## src/rtl/note_sequencer.sv

```systemverilog
// Beat-quantised record/playback engine for fretboard note words.
// A tempo counter paces both modes; playback reads one stored word per beat.
module note_sequencer #(
  parameter int NOTE_W = 30,
  parameter int DEPTH  = 64,
  parameter int ADDR_W = 6,
  parameter int CNT_W  = 27
) (
  input  logic              clk,
  input  logic              reset,
  input  logic              cmd_record,
  input  logic              cmd_play,
  input  logic              cmd_stop,
  input  logic              loop_en,
  input  logic [CNT_W-1:0]  beat_period,
  input  logic [NOTE_W-1:0] note_in,
  output logic [NOTE_W-1:0] note_out,
  output logic              note_valid,
  output logic              beat_tick,
  output logic [1:0]        state_o,
  output logic [ADDR_W-1:0] address,
  output logic [ADDR_W:0]   length,
  output logic              full
);

  localparam logic [ADDR_W:0]   LEN_MAX   = (ADDR_W+1)'(DEPTH);
  localparam logic [ADDR_W-1:0] ADDR_LAST = ADDR_W'(DEPTH-1);

  typedef enum logic [1:0] {
    S_IDLE   = 2'd0,
    S_RECORD = 2'd1,
    S_PLAY   = 2'd2,
    S_DONE   = 2'd3
  } state_t;

  state_t            state, state_nxt;
  logic [CNT_W-1:0]  cnt;
  logic [CNT_W-1:0]  reload;
  logic [NOTE_W-1:0] acc;
  logic [NOTE_W-1:0] mem [DEPTH];
  logic              running, tick;
  logic              start_rec, start_play;
  logic              rec_beat, play_beat, last_beat;

  // A period of 0 behaves like 1: tick on every cycle.
  assign reload    = (beat_period == '0) ? '0 : beat_period - 1'b1;
  assign running   = (state == S_RECORD) || (state == S_PLAY);
  assign tick      = running && (cnt == '0);
  assign last_beat = (({1'b0, address} + 1'b1) == length);
  assign rec_beat  = (state == S_RECORD) && tick && !cmd_stop && !cmd_record;
  assign play_beat = (state == S_PLAY) && tick && !cmd_stop && !cmd_record;
  assign full      = (length == LEN_MAX);

  always_ff @(posedge clk) begin
    if (reset) state <= S_IDLE;
    else       state <= state_nxt;
  end

  always_comb begin
    state_nxt  = state;
    start_rec  = 1'b0;
    start_play = 1'b0;
    case (state)
      S_IDLE, S_DONE: begin
        if (cmd_stop) state_nxt = S_IDLE;
        else if (cmd_record) begin
          state_nxt = S_RECORD;
          start_rec = 1'b1;
        end else if (cmd_play && (length != '0)) begin
          state_nxt  = S_PLAY;
          start_play = 1'b1;
        end
      end
      S_RECORD: begin
        if (cmd_stop) state_nxt = S_DONE;
        else if (cmd_record) start_rec = 1'b1;
        else if (rec_beat && (address == ADDR_LAST)) state_nxt = S_DONE;
      end
      S_PLAY: begin
        if (cmd_stop) state_nxt = S_IDLE;
        else if (cmd_record) begin
          state_nxt = S_RECORD;
          start_rec = 1'b1;
        end else if (play_beat && last_beat && !loop_en) state_nxt = S_DONE;
      end
      default: state_nxt = S_IDLE;
    endcase
  end

  always_comb begin
    beat_tick = tick;
    state_o   = state;
  end

  always_ff @(posedge clk) begin
    if (reset) begin
      cnt     <= '0;
      acc     <= '0;
      address <= '0;
      length  <= '0;
    end else begin
      if (start_rec || start_play)
        cnt <= reload;
      else if ((state_nxt == S_RECORD) || (state_nxt == S_PLAY))
        cnt <= tick ? reload : cnt - 1'b1;
      else
        cnt <= '0;

      // Partial beats are dropped on stop/restart; the tick word is flushed to memory.
      if ((state == S_RECORD) && !cmd_stop && !cmd_record && !tick)
        acc <= acc | note_in;
      else
        acc <= '0;

      if (start_rec) begin
        address <= '0;
        length  <= '0;
      end else if (start_play) begin
        address <= '0;
      end else if (rec_beat) begin
        length <= {1'b0, address} + 1'b1;
        if (address != ADDR_LAST) address <= address + 1'b1;
      end else if (play_beat) begin
        if (!last_beat)   address <= address + 1'b1;
        else if (loop_en) address <= '0;
      end
    end
  end

  always_ff @(posedge clk) begin
    if (!reset && rec_beat) mem[address] <= acc | note_in;
  end

  // Read stage: word fetched on the tick edge, presented with note_valid one cycle later.
  always_ff @(posedge clk) begin
    if (reset) begin
      note_out   <= '0;
      note_valid <= 1'b0;
    end else begin
      note_valid <= play_beat;
      if ((state == S_PLAY) && cmd_stop) note_out <= '0;
      else if (play_beat)                note_out <= mem[address];
    end
  end

endmodule

```

## config.mk

```make
export PLATFORM = sky130hd
export DESIGN_NAME = note_sequencer
export DESIGN_NICKNAME = d
export VERILOG_FILES = /design/src/rtl/note_sequencer.sv
export SDC_FILE = /design/constraint.sdc
export NUM_CORES = 2
export LEC_CHECK = 0
export ABC_AREA = 1
export BUFFER_PORTS_ARGS = -buffer_cell sky130_fd_sc_hd__buf_2
export CORE_ASPECT_RATIO = 1.1
export CORE_MARGIN = 2
export CORE_UTILIZATION = 48
export DETAILED_ROUTE_END_ITERATION = 8
export MAX_ROUTING_LAYER = met4
export PLACE_DENSITY = 0.59
export SLEW_MARGIN = 0
export SYNTH_ARGS = -nofsm -noshare
export SYNTH_HDL_FRONTEND = slang
export SYNTH_SLANG_ARGS = --single-unit
```

## constraint.sdc

```tcl
create_clock -name clk -period 7.3 [get_ports clk]
set_input_delay 0.365 -clock clk [delete_from_list [all_inputs] [get_ports clk]]
set_output_delay 0.365 -clock clk [all_outputs]
set_load 0.01 [all_outputs]
```

Yosys cells after proc, flatten, opt, wreduce, memory -nomap -nowiden --
Memories as Yosys holds them, arrays and structs flattened. A register that Yosys moved wholly into a read port is not among the register bits. Index checks and enable logic that the tools add are counted.
Operators by class: muxes and demuxes 28, divide/modulo/power cells 0, reductions and logical operators 37, order comparisons 0, equality and inequality tests 11, shift operators 0, $add $sub $neg 4, bitwise gates (word level) 3, $mul 0
Operators with widths (count):
- $mux W27 | 4
- $logic_not A27 Y1 | 2
- $sub A27 B1 Y27 const B | 2
- $mux W6 | 5
- $or A30 B30 Y30 | 1
- $mux W2 | 9
- $logic_and A1 B1 Y1 | 16
- $mux W1 | 9
- $reduce_or A2 Y1 | 4
- $add A6 B1 Y7 const B | 1
- $eq A7 B7 Y1 | 1
- $eq A7 B7 Y1 const B | 1
- $reduce_bool A7 Y1 | 1
- $add A6 B1 Y6 const B | 1
- $eq A2 B2 Y1 const B | 3
- $eq A6 B6 Y1 const B | 1
- $ne A6 B6 Y1 const B | 1
- $pmux W2 S3 | 1
- $logic_not A1 Y1 | 5
- $eq A2 B1 Y1 const B | 2
- $reduce_or A4 Y1 | 1
- $logic_or A1 B1 Y1 | 3
- $ne A3 B3 Y1 const B | 1
- $reduce_and A3 Y1 | 1
- other kinds (6) | 7
Word-level totals: bits in latches 0, memories kept 1, bits in read-only memories 0, register bits 73, bits of input ports 63, word-level logic and storage cells 90, bits in writable memories 1920, output and inout bits 48
Memories:
- mem | words 64, bits a word 30, read ports 1, clocked after Yosys merged registers in 1, write ports 1, RTL line 40 | logic [NOTE_W-1:0] mem [DEPTH];

Depth between registers and ports, before layout --
depth after elaboration 16, mapped depth 19, depth with buffers taken out 18

Least setup slack after synthesis --
OpenSTA, ideal clock, no wires.
path kind register to register, start point register state[0] (netlist: state_o[0]), end point memory mem[0][0], enable pin, setup time 0.417 ns, period minus slack after synthesis 3.722 ns, data required time 6.883 ns, slack 3.578 ns, path buffers 0, cell stages (with the launch flop) 10, arrival 3.305 ns, cell sequence dfxtp_1 -> inv_1 -> ha_1 -> nor3b_1 -> nand3_1 -> nor2_8 -> nand2_1 -> nor2_1 -> nand2_1 -> nor2_1
On the way: cells in the longest elaborated chain, start to end 9, elaborated cells on any way between the ends 10, classes of those cells 2 x eq/ne; 2 x mux; 6 x reduce/logical
Ends and longest elaborated chain:
- start, declared | RTL line 36 | state_t state, state_nxt;
- start signal, assigned | RTL line 56 | else state <= state_nxt;
- $eq A2 B1 Y1 / $eq A2 B2 Y1 (equally long branches) | RTL line 47 | assign running = (state == S_RECORD) || (state == S_PLAY);
- $logic_or A1 B1 Y1 * | RTL line 47
- $logic_and A1 B1 Y1 * | RTL line 48 | assign tick = running && (cnt == '0);
- named net beat_tick | RTL line 19 | output logic beat_tick,
- $logic_and A1 B1 Y1 * (3 in a row) | RTL line 50 | assign rec_beat = (state == S_RECORD) && tick && !cmd_stop && !cmd_record;
- $logic_and A1 B1 Y1 * | RTL line 131 | if (!reset && rec_beat) mem[address] <= acc | note_in;
- $mux W1 * | RTL line 131
- $mux W1 (not written as such) * | RTL line 131
- end, declared | RTL line 40
The timed path passes the listed nets; every way through them passes the cells marked *.

Worst setup path in the final report --
start point register state[0] (netlist: state_o[0]), end point memory mem[17][3], enable pin
On the way: cells in the longest elaborated chain, start to end 9, elaborated cells on any way between the ends 10, classes of those cells 2 x eq/ne; 2 x mux; 6 x reduce/logical
Ends and longest elaborated chain (RTL line):
- $eq A2 B1 Y1 / $eq A2 B2 Y1 (equally long branches) | 47, 50
- $logic_or A1 B1 Y1 | 47
- $logic_and A1 B1 Y1 | 48
- $logic_and A1 B1 Y1 * (3 in a row) | 50
- $logic_and A1 B1 Y1 * | 131
- $mux W1 * | 131
- $mux W1 (not written as such) * | 131
Mark *: on every way between the ends. The rest lies on a longest branch, timed or not.

==> results_dict.tcl <==
set metrics [dict create \
    status "complete, no violations" \
    swShare_pct 20.3 \
    gp_congestion 0.896 \
    syn-num-nets 5411 \
    initial_core_util_pct 48.4 \
    ant_nets 0 \
    critPathRequiredTime_ns 7.73 \
    synth-main-ff-cell "edfxtp_1" \
    post-route-period-util_pct 70.0 \
    tightest_slew_ns 1.25 \
    syn-cell-area_um2 76600 \
    drt-initial-drc-count 5664 \
    port_buffers 110 \
    finalSetupViolCount 0 \
    rows 153 \
    firstDrtPassIters 6 \
    grt.overflow.total 0 \
    yosysSeqAreaShare_pct 77.9 \
    antenna_found_initial 12 \
    cp-start-kind "flip-flop" \
    fin_setup_tns_ns 0 \
    seq_power_share_pct 54.9 \
    yosysUniqueCellTypes 52 \
    p_per_area_nw_per_um2 267 \
    finalHoldViolations 0 \
    clkLatencyLatePin_ns 0.84 \
    ys_seq_elements 2023 \
    skew_ns 0.0364 \
    placed_area_um2 80100 \
    wl_um 228000 \
    intPower_mw 18.5 \
    setup_slack_ns 2.19 \
    yosys.area.top_type "edfxtp_1" \
    clk_pin_slew_ns 0.06 \
    wl_per_cell_um 29.4 \
    synth_area_per_cell_um2 14.3 \
    postCtsSetupRepairBufs 0 \
    root_buffer "clkbuf_16" \
    clk_path_buf_depth 3 \
    via_per_inst 5.99 \
    yosys_warnings 0 \
    whs_ns 0.0553 \
    p_clk_share_pct 42.8 \
    cts_tree "done" \
    layout-drive-gt1-share_pct 11.3 \
    max_freq_mhz 196 \
    ir_drop_uv 260 \
    syn2layout_area_growth_pct 13.2 \
    fp.dieH_um 423 \
    die_w_um 385 \
    dp_hpwl_um 126000 \
    leakagePower_nw 28.6 \
    fin_crit_ns 5.11 \
    slew_headroom_pct 16.6 \
    dp_worst_setup_slack_ns 2.39 \
    p_sw_mw 4.70 \
    grt_pass1_wl_um 323000 \
    min_path_type "in -> reg" \
    nets 5587 \
    cap_violations 0 \
    share_comb_of_total_power_pct 2.3 \
    clock_sinks 2023 \
    async_reset_ff_share_pct 0 \
    grt_max_degree 106 \
    grt_usage_pct 28.7 \
    end_kind "flip-flop" \
    die_area_um2 163000 \
    design_area_um2 86700 \
    numCtsBuffers 192 \
    path_class "reg -> reg" \
    io_pins 111 \
    drv_slew 0 \
    vias 46535 \
    synth.top_cell.area_share_pct 75.2 \
    postSynthCellCount 5341 \
    grt_pass1_vias 43902 \
    htreeDepth 4 \
    critPathMaxFanout 30 \
    synthTopCellsByArea "edfxtp_1 (75%), nand2_1 (5.9%), a22oi_1 (2.7%), dfxtp_1 (2.7%), a221oi_1 (2.1%)" \
    cts-resized-gates 0 \
    cp.arrival_ns 5.54 \
    core_area_um2 158000 \
    synth-edff-count 1920 \
    drc 0 \
    hold_buffers 45 \
    rsz0062_at_grt "no" \
]
layer usage:
metal  routed length, um  vias to the layer above  part of all wire, %  track usage [%]
met5                   0                        -                    0                -
met4                8120                        0                  3.6             9.58
met3               20300                      320                  8.9             4.76
met2              108000                     2164                   48             44.3
met1               91300                    23679                   40             39.0
li1                    -                    20372                    -                -
cells in the mapped netlist, types with 11 or more instances:
master,number
nand4_1,231
xor2_1,23
a21oi_1,97
a211oi_1,13
a22o_1,105
dfxtp_1,103
edfxtp_1,1920
a221oi_1,184
nand2_1,1206
buf_2,53
inv_1,251
nor2_1,278
and3_1,18
nand3_1,111
o21ai_0,95
buf_1,51
o2bb2ai_1,13
nand3_2,23
clkbuf_1,152
a21oi_2,16
nor3_1,24
a22oi_1,280
xnor2_1,11
registers in the layout, summed over array words and instances, names as in the netlist:
signal	flops
mem	1920
length	7
note_valid	1
cnt	27
note_out	30
state_o	2
acc	30
address	6
worst max-delay path: stages (launching register included):
cell and delay, ns:
dfxtp_1 0.39, inv_1 0.06, ha_1 0.34, nor3b_1 0.21, nand3_1 0.20, nor2_8 0.24
nand2_1 0.36, nor2_1 0.85, nand2_1 0.73, buf_4 0.43, nor2_4 0.84
metrics by stage:
stage | util [%] | cells | total power [mW]
final | 54.8 | 7770 | 23.2
after global routing | 54.8 | 7768 | 23.7
after CTS | 54.8 | 7768 | 23.2
after detailed placement | 50.6 | 7370 | 13.5
after global placement | 50.6 | 7370 | 13.5
after floorplan | - | 5341 | 13.2
logic make-up after synthesis:
| family | Yosys count | share of synthesized area (%) |
|---|---|---|
| AO/OA/AOI/OAI | 832 | 8.03 |
| buffers and inverters | 525 | 2.73 |
| AND/OR/NAND/NOR | 1920 | 10.8 |
| adder cells (fa/ha/maj) | 7 | 0.114 |
| flip-flops | 2023 | 77.9 |
| XOR/XNOR | 34 | 0.389 |
cell type report:
class	count	area, um2
clock buffer	244	5160
sequential	2023	59700
tap	2092	2620
clock inverter	109	1000
fill	12669	71600
multi-input combinational	2793	15500
inverter	264	1030
timing repair buffer	243	1750
antenna	2	5.00
placed cells by master (no fill, tap or decap), drive strengths merged:
cell type    Yosys  layout
nor3            24      24
ha               7       7
nand3b           3       3
nand3          135     135
or2              4       4
o31ai            8       8
nand4          231     231
nor3b            1       1
o2111ai          4       4
xor2            23      23
o2bb2ai         13      13
nor4             4       4
o22ai            1       1
buf            109     198
edfxtp        1920    1920
and3            18      18
clkinv           3      82
a21boi           1       1
nor2           289     289
a221oi         184     184
diode            0       2
o21ai          102     102
o211ai           1       1
a22oi          280     280
a21oi          113     113
xnor2           11      11
o21a             1       1
a22o           105     105
nand2         1211    1211
dlygate4sd3      0      45
clkbuf         152     244
a211oi          13      13
a21o             1       1
a31oi            2       2
clkinvlp         0       6
dfxtp          103     103
o41ai            3       3
inv            261     266
bufinv           0      19
power groups by stage:
stage	Combinational [mW]	Clock, mW	Sequential, mW
6_report	0.531	9.92	12.7
5_1_grt	0.571	10.4	12.7
4_1_cts	0.532	9.98	12.7
3_5_place_dp	0.512	0	13.0
3_3_place_gp	0.508	0	13.0
2_1_floorplan	0.268	0	13.0
path summary, 6_finish.rpt:
path,endpoint,start,slack (ns),cells past startpoint
setup reg to reg,mem[17][3]$_DFFE_PP_,state_o[0]$_SDFF_PP0_,2.19,10
hold reg to reg,acc[7]$_SDFF_PP0_,acc[7]$_SDFF_PP0_,0.47,2
hold / removal,cnt[23]$_SDFF_PP0_,beat_period[23],0.06,6
setup / recovery,mem[17][3]$_DFFE_PP_,state_o[0]$_SDFF_PP0_,2.19,10
Power figures use the tool's default switching activity.
